`src/rtl/fifo_wr_arbiter_if.sv`:
```
// Handshake and FIFO write-side bundle for fifo_wr_arbiter.
// master: the environment side (requesters and FIFO flags).
// slave:  the arbiter side (accepts beats, drives the FIFO write port).
interface fifo_wr_arbiter_if #(
    parameter int NUM_REQ = 4,
    parameter int DATA_W  = 8
);
    logic [NUM_REQ-1:0]        req_valid;
    logic [NUM_REQ*DATA_W-1:0] req_data;
    logic [NUM_REQ-1:0]        req_ready;
    logic [DATA_W-1:0]         fifo_din;
    logic                      fifo_wr_en;
    logic                      fifo_full;
    logic                      fifo_almost_full;

    modport master (
        output req_valid,
        output req_data,
        output fifo_full,
        output fifo_almost_full,
        input  req_ready,
        input  fifo_din,
        input  fifo_wr_en
    );

    modport slave (
        input  req_valid,
        input  req_data,
        input  fifo_full,
        input  fifo_almost_full,
        output req_ready,
        output fifo_din,
        output fifo_wr_en
    );
endinterface

```
`src/rtl/fifo_wr_arbiter.sv`:
```
// Round-robin arbiter sharing one async-FIFO write port among NUM_REQ
// requesters in the wr_clk domain. Each grant allows a burst of up to
// BURST_MAX beats; beats are only accepted while the FIFO reports at least
// two free entries, so the one in-flight registered write always fits.
// A one-cycle IDLE bubble separates consecutive grants.
//
// Optional feature macro: WR_ARB_STAT_EN
//   adds beat_total (per-requester saturating 16-bit accepted-beat counters)
//   and stall_err (sticky: fifo_full seen while fifo_wr_en is high).
module fifo_wr_arbiter #(
    parameter int NUM_REQ   = 4,
    parameter int DATA_W    = 8,
    parameter int BURST_MAX = 4
) (
    input  logic                  wr_clk,
    input  logic                  rst_n,
    fifo_wr_arbiter_if.slave      bus,
    output logic                  busy
`ifdef WR_ARB_STAT_EN
    ,
    output logic [NUM_REQ*16-1:0] beat_total,
    output logic                  stall_err
`endif
);

    localparam int PTR_W = $clog2(NUM_REQ);
    localparam int CNT_W = (BURST_MAX > 1) ? $clog2(BURST_MAX) : 1;
    localparam logic [CNT_W-1:0] LAST_BEAT = CNT_W'(BURST_MAX - 1);
    localparam logic [PTR_W-1:0] LAST_REQ  = PTR_W'(NUM_REQ - 1);

    typedef enum logic {
        IDLE  = 1'b0,
        BURST = 1'b1
    } state_t;

    state_t             state;
    logic [PTR_W-1:0]   rr_ptr;
    logic [PTR_W-1:0]   grant_idx;
    logic [CNT_W-1:0]   beat_cnt;
    logic               wr_en_q;
    logic [DATA_W-1:0]  din_q;

    logic [PTR_W-1:0]   scan_idx;
    logic [PTR_W-1:0]   scan_cand;
    logic               scan_hit;
    logic               flags_ok;
    logic               in_burst;
    logic               grant_valid;
    logic               accept;
    logic               burst_done;
    logic [PTR_W-1:0]   next_rr;
    logic [NUM_REQ-1:0] ready_vec;
    logic [DATA_W-1:0]  sel_data;

    // Pick the first valid requester starting from rr_ptr and wrapping around.
    always_comb begin
        scan_idx  = rr_ptr;
        scan_cand = rr_ptr;
        scan_hit  = 1'b0;
        for (int k = 0; k < NUM_REQ; k++) begin
            scan_cand = PTR_W'((int'(rr_ptr) + k) % NUM_REQ);
            if (!scan_hit && bus.req_valid[scan_cand]) begin
                scan_hit = 1'b1;
                scan_idx = scan_cand;
            end
        end
    end

    // Ready is offered only to the granted requester, and only while the FIFO has room for two more.
    always_comb begin
        flags_ok    = !bus.fifo_almost_full && !bus.fifo_full;
        in_burst    = (state == BURST);
        grant_valid = bus.req_valid[grant_idx];
        accept      = in_burst && flags_ok && grant_valid;
        burst_done  = (accept && (beat_cnt == LAST_BEAT)) || !grant_valid;
        next_rr     = (grant_idx == LAST_REQ) ? '0 : grant_idx + 1'b1;
        ready_vec   = '0;
        sel_data    = '0;
        for (int i = 0; i < NUM_REQ; i++) begin
            if (grant_idx == PTR_W'(i)) begin
                ready_vec[i] = in_burst && flags_ok;
                sel_data     = bus.req_data[i*DATA_W +: DATA_W];
            end
        end
    end

    assign bus.req_ready  = ready_vec;
    assign bus.fifo_wr_en = wr_en_q;
    assign bus.fifo_din   = din_q;
    assign busy           = (state == BURST);

    // Arbitration FSM plus the one-cycle registered FIFO write stage.
    always_ff @(posedge wr_clk or negedge rst_n) begin
        if (!rst_n) begin
            state     <= IDLE;
            rr_ptr    <= '0;
            grant_idx <= '0;
            beat_cnt  <= '0;
            wr_en_q   <= 1'b0;
            din_q     <= '0;
        end else begin
            wr_en_q <= accept;
            if (accept) begin
                din_q <= sel_data;
            end
            case (state)
                IDLE: begin
                    if (scan_hit) begin
                        grant_idx <= scan_idx;
                        beat_cnt  <= '0;
                        state     <= BURST;
                    end
                end
                BURST: begin
                    if (accept) begin
                        beat_cnt <= beat_cnt + 1'b1;
                    end
                    if (burst_done) begin
                        rr_ptr <= next_rr;
                        state  <= IDLE;
                    end
                end
                default: state <= IDLE;
            endcase
        end
    end

`ifdef WR_ARB_STAT_EN
    // Per-requester accepted-beat counters (saturating) and the sticky write-while-full flag.
    always_ff @(posedge wr_clk or negedge rst_n) begin
        if (!rst_n) begin
            beat_total <= '0;
            stall_err  <= 1'b0;
        end else begin
            for (int i = 0; i < NUM_REQ; i++) begin
                if (accept && (grant_idx == PTR_W'(i)) && (beat_total[i*16 +: 16] != 16'hFFFF)) begin
                    beat_total[i*16 +: 16] <= beat_total[i*16 +: 16] + 16'd1;
                end
            end
            if (bus.fifo_full && wr_en_q) begin
                stall_err <= 1'b1;
            end
        end
    end
`endif

endmodule
```
`src/flat_wrapper.sv`:
```
// flat-port wrapper written by rule: the top's interface ports become plain ports
module fifo_wr_arbiter_flat 
#(
    parameter int NUM_REQ   = 4,
    parameter int DATA_W    = 8,
    parameter int BURST_MAX = 4
)
  (wr_clk, rst_n, busy, bus_req_valid, bus_req_data, bus_fifo_full, bus_fifo_almost_full, bus_req_ready, bus_fifo_din, bus_fifo_wr_en);
  fifo_wr_arbiter_if #(.NUM_REQ(NUM_REQ), .DATA_W(DATA_W)) bus_i ();
  input  logic wr_clk;
  input  logic rst_n;
  output logic busy;
  input wire logic [$bits(bus_i.req_valid)-1:0] bus_req_valid;
  input wire logic [$bits(bus_i.req_data)-1:0] bus_req_data;
  input wire logic [$bits(bus_i.fifo_full)-1:0] bus_fifo_full;
  input wire logic [$bits(bus_i.fifo_almost_full)-1:0] bus_fifo_almost_full;
  output wire logic [$bits(bus_i.req_ready)-1:0] bus_req_ready;
  output wire logic [$bits(bus_i.fifo_din)-1:0] bus_fifo_din;
  output wire logic [$bits(bus_i.fifo_wr_en)-1:0] bus_fifo_wr_en;
  assign bus_i.req_valid = bus_req_valid;
  assign bus_i.req_data = bus_req_data;
  assign bus_i.fifo_full = bus_fifo_full;
  assign bus_i.fifo_almost_full = bus_fifo_almost_full;
  assign bus_req_ready = bus_i.req_ready;
  assign bus_fifo_din = bus_i.fifo_din;
  assign bus_fifo_wr_en = bus_i.fifo_wr_en;
  fifo_wr_arbiter #(.NUM_REQ(NUM_REQ), .DATA_W(DATA_W), .BURST_MAX(BURST_MAX)) u_core (.wr_clk(wr_clk), .rst_n(rst_n), .bus(bus_i), .busy(busy));
endmodule
```
`config.mk`:
```
export PLATFORM = sky130hd
export DESIGN_NAME = fifo_wr_arbiter_flat
export DESIGN_NICKNAME = d
export VERILOG_FILES = /design/src/rtl/fifo_wr_arbiter_if.sv /design/src/rtl/fifo_wr_arbiter.sv /design/src/flat_wrapper.sv
export SDC_FILE = /design/constraint.sdc
export NUM_CORES = 1
export LEC_CHECK = 0
export CAP_MARGIN = 20
export CORE_MARGIN = 2
export CORE_UTILIZATION = 40
export DETAILED_ROUTE_END_ITERATION = 8
export PLACE_DENSITY = 0.86
export SETUP_SLACK_MARGIN = 0.2
export SYNTH_ARGS = -nofsm -noshare
export SYNTH_HDL_FRONTEND = slang
export SYNTH_SLANG_ARGS = --single-unit
```
`constraint.sdc`:
```
create_clock -name wr_clk -period 2 [get_ports wr_clk]
set_input_delay 0.3 -clock wr_clk [delete_from_list [all_inputs] [get_ports wr_clk]]
set_output_delay 0.3 -clock wr_clk [all_outputs]
set_load 0.005 [all_outputs]
```
**Word-level counts from Yosys, hierarchy flattened**

Index checks and enable logic that the tools add are counted.

- Flip-flop bits (word level): 16
- Input port bits: 40

- Magnitude comparators: 5
- Add/sub/neg operators: 5
- Bitwise operators: 1
- Eq/ne operators: 6
- Reductions and logical operators: 18
- Muxes and demuxes: 32

Operators with widths:

| cell | count |
|---|---|
| 8-bit 2-to-1 mux | 4 |
| 2-bit by 3-bit < comparator with 1-bit output, second input constant | 5 |
| 1-bit 2-to-1 mux | 15 |
| 2-bit 2-to-1 mux | 6 |
| 1-bit binary-select mux with 2-bit select | 5 |
| 1-bit logical AND | 7 |
| 2-bit by 1-bit adder with 2-bit output, second input constant | 3 |
| 2-bit == test, second input constant | 3 |
| 1-bit logical NOT | 6 |
| 2-bit AND reduction | 3 |
| 2-bit adder, second input constant | 2 |
| 2-bit one-hot mux with 2 select lines | 1 |
| 2-bit by 1-bit == test with 1-bit output, second input constant | 1 |
| 2-bit logical NOT | 1 |
| 2-bit by 1-bit != test with 1-bit output, second input constant | 1 |
| 2-bit != test, second input constant | 1 |
| 1-bit one-hot mux with 2 select lines | 1 |
| 1-bit logical OR | 1 |
| 1-bit inverter | 1 |

**Depth between registers and ports, before layout**

Gate-level depths: netlist of the first run.

- Depth in word-level cells: 14
- Mapped depth: 7

**Worst setup path after synthesis of the first run**

No wires, ideal clock.

- Kind: register -> register
- Start point: register u_core.grant_idx[0]
- End point: register u_core.din_q[0] (netlist: u_core.bus.fifo_din[0])
- Path slack: 0.365 ns
- Stages on the path, launching flop included: 8
- Setup time: 0.129 ns
- Path buffers: 2
- Arrival time: 1.506 ns
- Data required time: 1.871 ns
- Cell sequence: dfrtp_1 > buf_6 > inv_1 > ha_1 > or2_2 > buf_1 > a221oi_1 > o31ai_1

- Cells in the longest elaborated chain, start to end: 5

Ends and longest elaborated chain:

| item | RTL line | source |
|---|---|---|
| start, declared | fifo_wr_arbiter.sv:38 | `logic [PTR_W-1:0] grant_idx;` |
| start signal, assigned | fifo_wr_arbiter.sv:109 | `grant_idx <= scan_idx;` |
| 2-bit logical NOT | fifo_wr_arbiter.sv:80 | `if (grant_idx == PTR_W'(i)) begin` |
| 8-bit 2-to-1 mux (4 in series) | fifo_wr_arbiter.sv:80 |  |
| end signal, assigned | fifo_wr_arbiter.sv:104 | `din_q <= sel_data;` |
| end, declared | fifo_wr_arbiter.sv:41 | `logic [DATA_W-1:0] din_q;` |

Parallel ways exist; a longest one is shown, timed or not. The select of a mux whose other input is x is not followed.
A chain may end at the register's enable or synchronous reset.

**Worst setup path in the final report of the first run**

- Start point: register u_core.grant_idx[1]
- End point: output bus_req_ready[0]

- Cells in the longest elaborated chain, start to end: 2

Ends and longest elaborated chain:

| item | RTL line | source |
|---|---|---|
| 2-bit logical NOT | fifo_wr_arbiter.sv:80 |  |
| 1-bit 2-to-1 mux | fifo_wr_arbiter.sv:80 |  |
| end, declared | flat_wrapper.sv:17 | `output wire logic [$bits(bus_i.req_ready)-1:0] bus_req_ready;` |

No other way between the ends.

==> run_results.csv, run 1 <==
group,metric,value,unit
timing,setup_tns,0,ns
logic_synthesis,synthArstFlopShare,1.00,
floorplanning,core.rowCount,18,
outcome,outcome,"finished, final reports clean",
critical_path,worst-setup-path-type,"reg -> out",
floorplanning,start_util,0.430,
timing,finalCritPeriodShare,0.958,
power,swShare,0.443,
cts,cts_root_buf,"clkbuf_4",
layout,drive_above_1_share,0.351,
power,power_frac_seq,0.226,
logic_synthesis,synth_area_per_cell,9.26,µm²
cts,cts.sinks,16,
floorplanning,core-area,2520,µm²
timing,slew_headroom,0.748,
global_route,grt_pass1_vias,1270,
cts,htree_levels,1,
layout,utilization,0.813,
power,ir_drop,999,µV
layout,areaGrowthSynthToFinish,89.4,%
critical_path,critPathLaunchType,"register",
cts,numCtsBuffers,3,
power,p_clk_frac,0.066,
timing,clock_skew,0.00381,ns
logic_synthesis,synth.distinct_cells,34,
floorplanning,ios,54,
global_route,grt_max_degree,19,
logic_synthesis,yosys_warnings,0,
placed_design,dp_hpwl,2670,µm
layout,antenna_cells,0,
floorplanning,die-area,3140,µm²
min_path,hold_path.class,"in -> async",
route,vias_per_cell,5.88,
critical_path,required,1.70,ns
route,antenna_left,0,
timing,setup_viol,0,
logic_synthesis,synth-seq-area-share,0.370,
route,wirelength,4310,µm
critical_path,cp_max_fo,4,
power,intPower,1490,µW
route,wl_per_cell,19.3,µm
critical_path,cp_data_arrival_time,1.62,ns
global_route,track_usage,0.230,
cts,clk_latency,0.28,ns
power,p_leak,0.000902,µW
placed_design,portBuffers,53,
logic_synthesis,synth_area,1080,µm²
power,p_comb_frac,0.708,
placed_design,place.gp.congestion,0.810,
cts,clock_path_buffers,2,
timing,maxSlewViolCount,0,
layout,nFillCells,140,
route,vias,1318,
placed_design,postPlaceCellArea,1690,µm²
power,pwr_density_cell,1300,nW/µm²
timing,fmax,522,MHz
floorplanning,fp.dieH,56.0,µm
logic_synthesis,ys_ff_latch,16,
timing,period_minus_slack,1.92,ns
critical_path,endpoint_kind,"output pin",
timing,finalHoldViolCount,0,
timing,holdWs,0.331,ns
timing,rsz0062_at_grt,"yes",
timing,worstMarginPinSlew,0.378,ns
flow_run,maxCapViolations,0,
floorplanning,die_x,56.0,µm
global_route,globalRouteOverflowTotal,0,
logic_synthesis,synth_edf_count,0,
power,p_sw,1180,µW
global_route,antenna_found_initial,0,
logic_synthesis,synthCells,117,
route,drtIter0Drc,69,
cts,cts_tree,"yes",
cts,path_clk_slew,0.10,ns
route,drc,0,
layout,final_cell_area,2050,µm²
power,total_power,2670,µW
route,firstDrtPassIters,4,
global_route,grt_pass1_wl,5820,µm
cts,hold_buffers,0,
logic_synthesis,synth_fp_nets,162,
layout,nNetsFinal,241,
logic_synthesis,ys.flop_type,"dfrtp_1",
==> critical path, stage by stage (launching register included) <==
cell and delay [ns]:
dfrtp_2 0.46, inv_2 0.08, ha_2 0.18, and2_1 0.12, clkdlybuf4s50_1 0.49
==> through the flow <==
stage                     setup slack, ns  instances
final                              0.0845        224
after global routing               0.0336        224
after CTS                           0.107        216
after detailed placement           0.0263        206
after global placement             0.0295        206
after floorplan                     0.365        117
==> Yosys cell counts (all sizes together) (4+ instances only) <==
master  number  area (µm²)
a211oi       4        30.0
a221oi       5        43.8
and2         4        25.0
dfrtp       16         400
ha           5        62.6
inv          8        30.0
nand2       22        90.1
nor2         6        22.5
o21ai        5        28.8
o22ai        8        50.1
o31ai        8        60.1
==> state kept, by name (all words and copies together), names as in the netlist <==
name / count
u_core.bus.fifo_din: 8
u_core.beat_cnt: 2
u_core.grant_idx: 2
u_core.rr_ptr: 2
u_core.bus.fifo_wr_en: 1
u_core.busy: 1
==> logic make-up (layout without fill, tap and decap cells) <==
logic type | Yosys count | count (layout) | share of synthesized area
AO/OA/AOI/OAI | 37 | 37 | 0.258
flip-flops | 16 | 16 | 0.370
adder cells (fa/ha/maj) | 5 | 5 | 0.0577
AND/OR/NAND/NOR | 40 | 43 | 0.182
multiplexers | 6 | 6 | 0.0704
buffers and inverters | 13 | 87 | 0.0623
==> what timing repair did <==
action                                  CTS  global route
buffers inserted                          7             5
gates cloned                              0             3
pin swaps                                 2            14
endpoints found under the setup margin    5            13
resized for setup                         9            45
==> power groups by stage <==
stage | Combinational, µW | Clock, µW | Sequential [µW]
2_1_floorplan | 728 | 0 | 567
3_3_place_gp | 1120 | 0 | 598
3_5_place_dp | 1180 | 0 | 607
4_1_cts | 1320 | 170 | 567
5_1_grt | 2020 | 188 | 615
6_report | 1890 | 176 | 604
==> path summary, 6_finish.rpt <==
kind | startpoint | endpoint | slack, ns | depth (start not counted)
min reg2reg | u_core.bus.fifo_din[6] | u_core.bus.fifo_din[6] | 0.51 | 2
min | rst_n | u_core.bus.fifo_din[2] | 0.33 | 2
max | u_core.grant_idx[1] | bus_req_ready[0] | 0.08 | 4
max in group asynchronous | rst_n | u_core.grant_idx[1] | 1.47 | 2
max reg2reg | u_core.grant_idx[0] | u_core.bus.fifo_din[6] | 0.16 | 7
min in group wr_clk | u_core.bus.fifo_din[6] | u_core.bus.fifo_din[6] | 0.51 | 2
==> final cells by class <==
class / count / area [µm²] / share of cell area
Multi-Input combinational cell: 91 / 845 / 0.412
Clock buffer: 3 / 22.5 / 0.0110
Inverter: 9 / 36.3 / 0.0177
Sequential cell: 16 / 403 / 0.196
Tap cell: 30 / 37.5 / 0.0183
Timing Repair Buffer: 75 / 708 / 0.345
==> cell usage in the layout (no fill, tap or decap), types with 3 or more instances in the layout <==
cell type	instances
o21ai_0	3
nand2_1	14
ha_2	3
o22ai_1	8
o31ai_4	5
clkbuf_4	3
clkdlybuf4s50_1	48
dfrtp_1	14
and2_1	3
nand2_2	5
buf_4	18
inv_1	5
dlygate4sd2_1	4
nor2_1	6
nand2_4	5
buf_6	4
==> metal layers <==
metal	wire, µm	up-vias	global-route usage	share of wire
met5	0	-	0	0
met4	125	0	0.0578	0.029
met3	339	12	0.0605	0.079
met2	2260	71	0.422	0.53
met1	1580	640	0.262	0.37
li1	-	595	-	-
No activity file was read; power rests on OpenSTA's default activity.
==> run 2: changes to the inputs <==
CAP_MARGIN = not set   (was 20)
MAX_ROUTING_LAYER = met4   (was not set)
==> run 2 against run 1 <==
  * Non-clock buffer count did not move
  * Wire length rose by 0.23%
  * Clock power barely moved
  * Critical path type unchanged
  * Worst setup slack got worse by 0.00076 ns
  * Critical endpoint unchanged
  * Sequential cell count did not move
  * Via count fell by 0.38%
==> run_results.csv, run 2 (synthesis results as in run 1) <==
group,metric,value,unit
outcome,outcome,"finished, final reports clean",
route,wirelength,4320,µm
cts,cts.sinks,16,
cts,htree_levels,1,
critical_path,path_cells,"inv_2 -> ha_2 -> and2_1 -> clkdlybuf4s50_1",
route,antenna_left,0,
global_route,globalRouteOverflowTotal,0,
route,vias_per_cell,5.86,
critical_path,worst-setup-path-type,"reg -> out",
floorplanning,core-area,2520,µm²
timing,setup_tns,0,ns
layout,areaGrowthSynthToFinish,89.4,%
cts,clock_path_buffers,2,
layout,layout_common_cells,"clkdlybuf4s50_1 (48), buf_4 (18), nand2_1 (14), dfrtp_1 (14), o22ai_1 (8)",
timing,slew_headroom,0.748,
power,p_leak,0.000902,µW
floorplanning,core.rowCount,18,
timing,clock_skew,0.00589,ns
placed_design,portBuffers,53,
layout,largest_reg_flops,8,
cts,cts_tree,"yes",
timing,rsz0062_at_grt,"yes",
layout,antenna_cells,0,
floorplanning,ios,54,
critical_path,cp_data_arrival_time,1.62,ns
route,vias,1313,
route,wl_per_cell,19.3,µm
timing,worstMarginPinSlew,0.377,ns
global_route,antenna_found_initial,0,
global_route,grt_pass1_vias,1267,
cts,clk_latency,0.28,ns
timing,finalHoldViolCount,0,
min_path,hold_path.class,"in -> async",
timing,fmax,522,MHz
layout,nNetsFinal,241,
route,drc,0,
layout,nFillCells,140,
route,firstDrtPassIters,5,
global_route,grt_pass1_wl,5820,µm
cts,numCtsBuffers,3,
timing,period_minus_slack,1.92,ns
cts,hold_buffers,0,
critical_path,critPathLaunchType,"register",
placed_design,place.gp.congestion,0.821,
placed_design,dp_hpwl,2670,µm
power,ir_drop,1000,µV
critical_path,critPathSlowestCell,"clkdlybuf4s50_1",
global_route,track_usage,0.236,
timing,maxSlewViolCount,0,
global_route,grt_max_degree,19,
critical_path,required,1.70,ns
floorplanning,die_x,56.0,µm
layout,mostFrequentLayoutCell,"clkdlybuf4s50_1",
floorplanning,fp.dieH,56.0,µm
critical_path,endpoint_kind,"output pin",
floorplanning,start_util,0.430,
power,pwr_density_cell,1300,nW/µm²
timing,setup_viol,0,
critical_path,cp_max_fo,4,
cts,cts_root_buf,"clkbuf_4",
critical_path,max_stage_delay,0.49,ns
timing,finalCritPeriodShare,0.958,
floorplanning,die-area,3140,µm²
route,drtIter0Drc,64,
power,total_power,2670,µW
flow_run,maxCapViolations,0,
layout,drive_above_1_share,0.351,
cts,path_clk_slew,0.10,ns
[run 2: area by class of cell]
cell class,instances,area (µm²),share of cell area
multi-input combinational,91,845,0.412
tap,30,37.5,0.0183
sequential,16,403,0.196
timing repair buffer,75,708,0.345
inverter,9,36.3,0.0177
clock buffer,3,22.5,0.0110
[run 2: worst paths after layout]
path                       slack [ns]  depth (start not counted)              startpoint                      to
min in group wr_clk              0.51                          2  u_core.bus.fifo_din[6]  u_core.bus.fifo_din[6]
hold reg to reg                  0.51                          2  u_core.bus.fifo_din[6]  u_core.bus.fifo_din[6]
setup / recovery                 0.08                          4     u_core.grant_idx[1]        bus_req_ready[0]
setup reg to reg                 0.15                          7     u_core.grant_idx[0]  u_core.bus.fifo_din[6]
hold / removal                   0.33                          2                   rst_n  u_core.bus.fifo_din[2]
max in group asynchronous        1.47                          2                   rst_n     u_core.grant_idx[1]
[run 2: layer usage]
| metal | GRT usage | vias up | wire length, µm |
|---|---|---|---|
| met5 | - | - | 0 |
| met4 | 0.0578 | 0 | 129 |
| met3 | 0.0605 | 12 | 330 |
| met2 | 0.425 | 68 | 2260 |
| met1 | 0.259 | 638 | 1600 |
| li1 | - | 595 | - |
[run 2: stage by stage]
step / util / cells / hold WS (ns) / instance area (µm²) / setup slack, ns
after floorplan: - / 117 / 0.00441 / 1080 / 0.365
after global placement: 0.671 / 206 / 0.462 / 1690 / 0.0295
after detailed placement: 0.671 / 206 / 0.484 / 1690 / 0.0263
after CTS: 0.703 / 216 / 0.337 / 1770 / 0.107
after global routing: 0.813 / 224 / 0.359 / 2050 / 0.0336
final: 0.813 / 224 / 0.331 / 2050 / 0.0837
[run 2: critical path: cells and delay by family, from the launching register on]
family,cells,cell delay [ns]
adders and majority gates,1,0.18
buffers and inverters,2,0.57
DFF,1,0.46
and+or+nand+nor,1,0.12
[run 2: where the power goes]
part           internal (µW)  switching (µW)  total (µW)
combinational            952             939        1890
sequential               466             138         604
clock                   69.9             104         174
total                   1490            1180        2670
[run 2: what timing repair did]
item / 4_1_cts / 5_1_grt
setup buffers: 7 / 5
setup endpoints to repair: 5 / 13
gates resized for setup: 9 / 45
cloned: 0 / 3
pin swaps: 2 / 14
==> run 3: changes to the inputs <==
CTS_CLUSTER_SIZE = 14   (was not set)
==> results of run 3 <==
No change in the layout: final DEF, timing and power equal those of run 2.
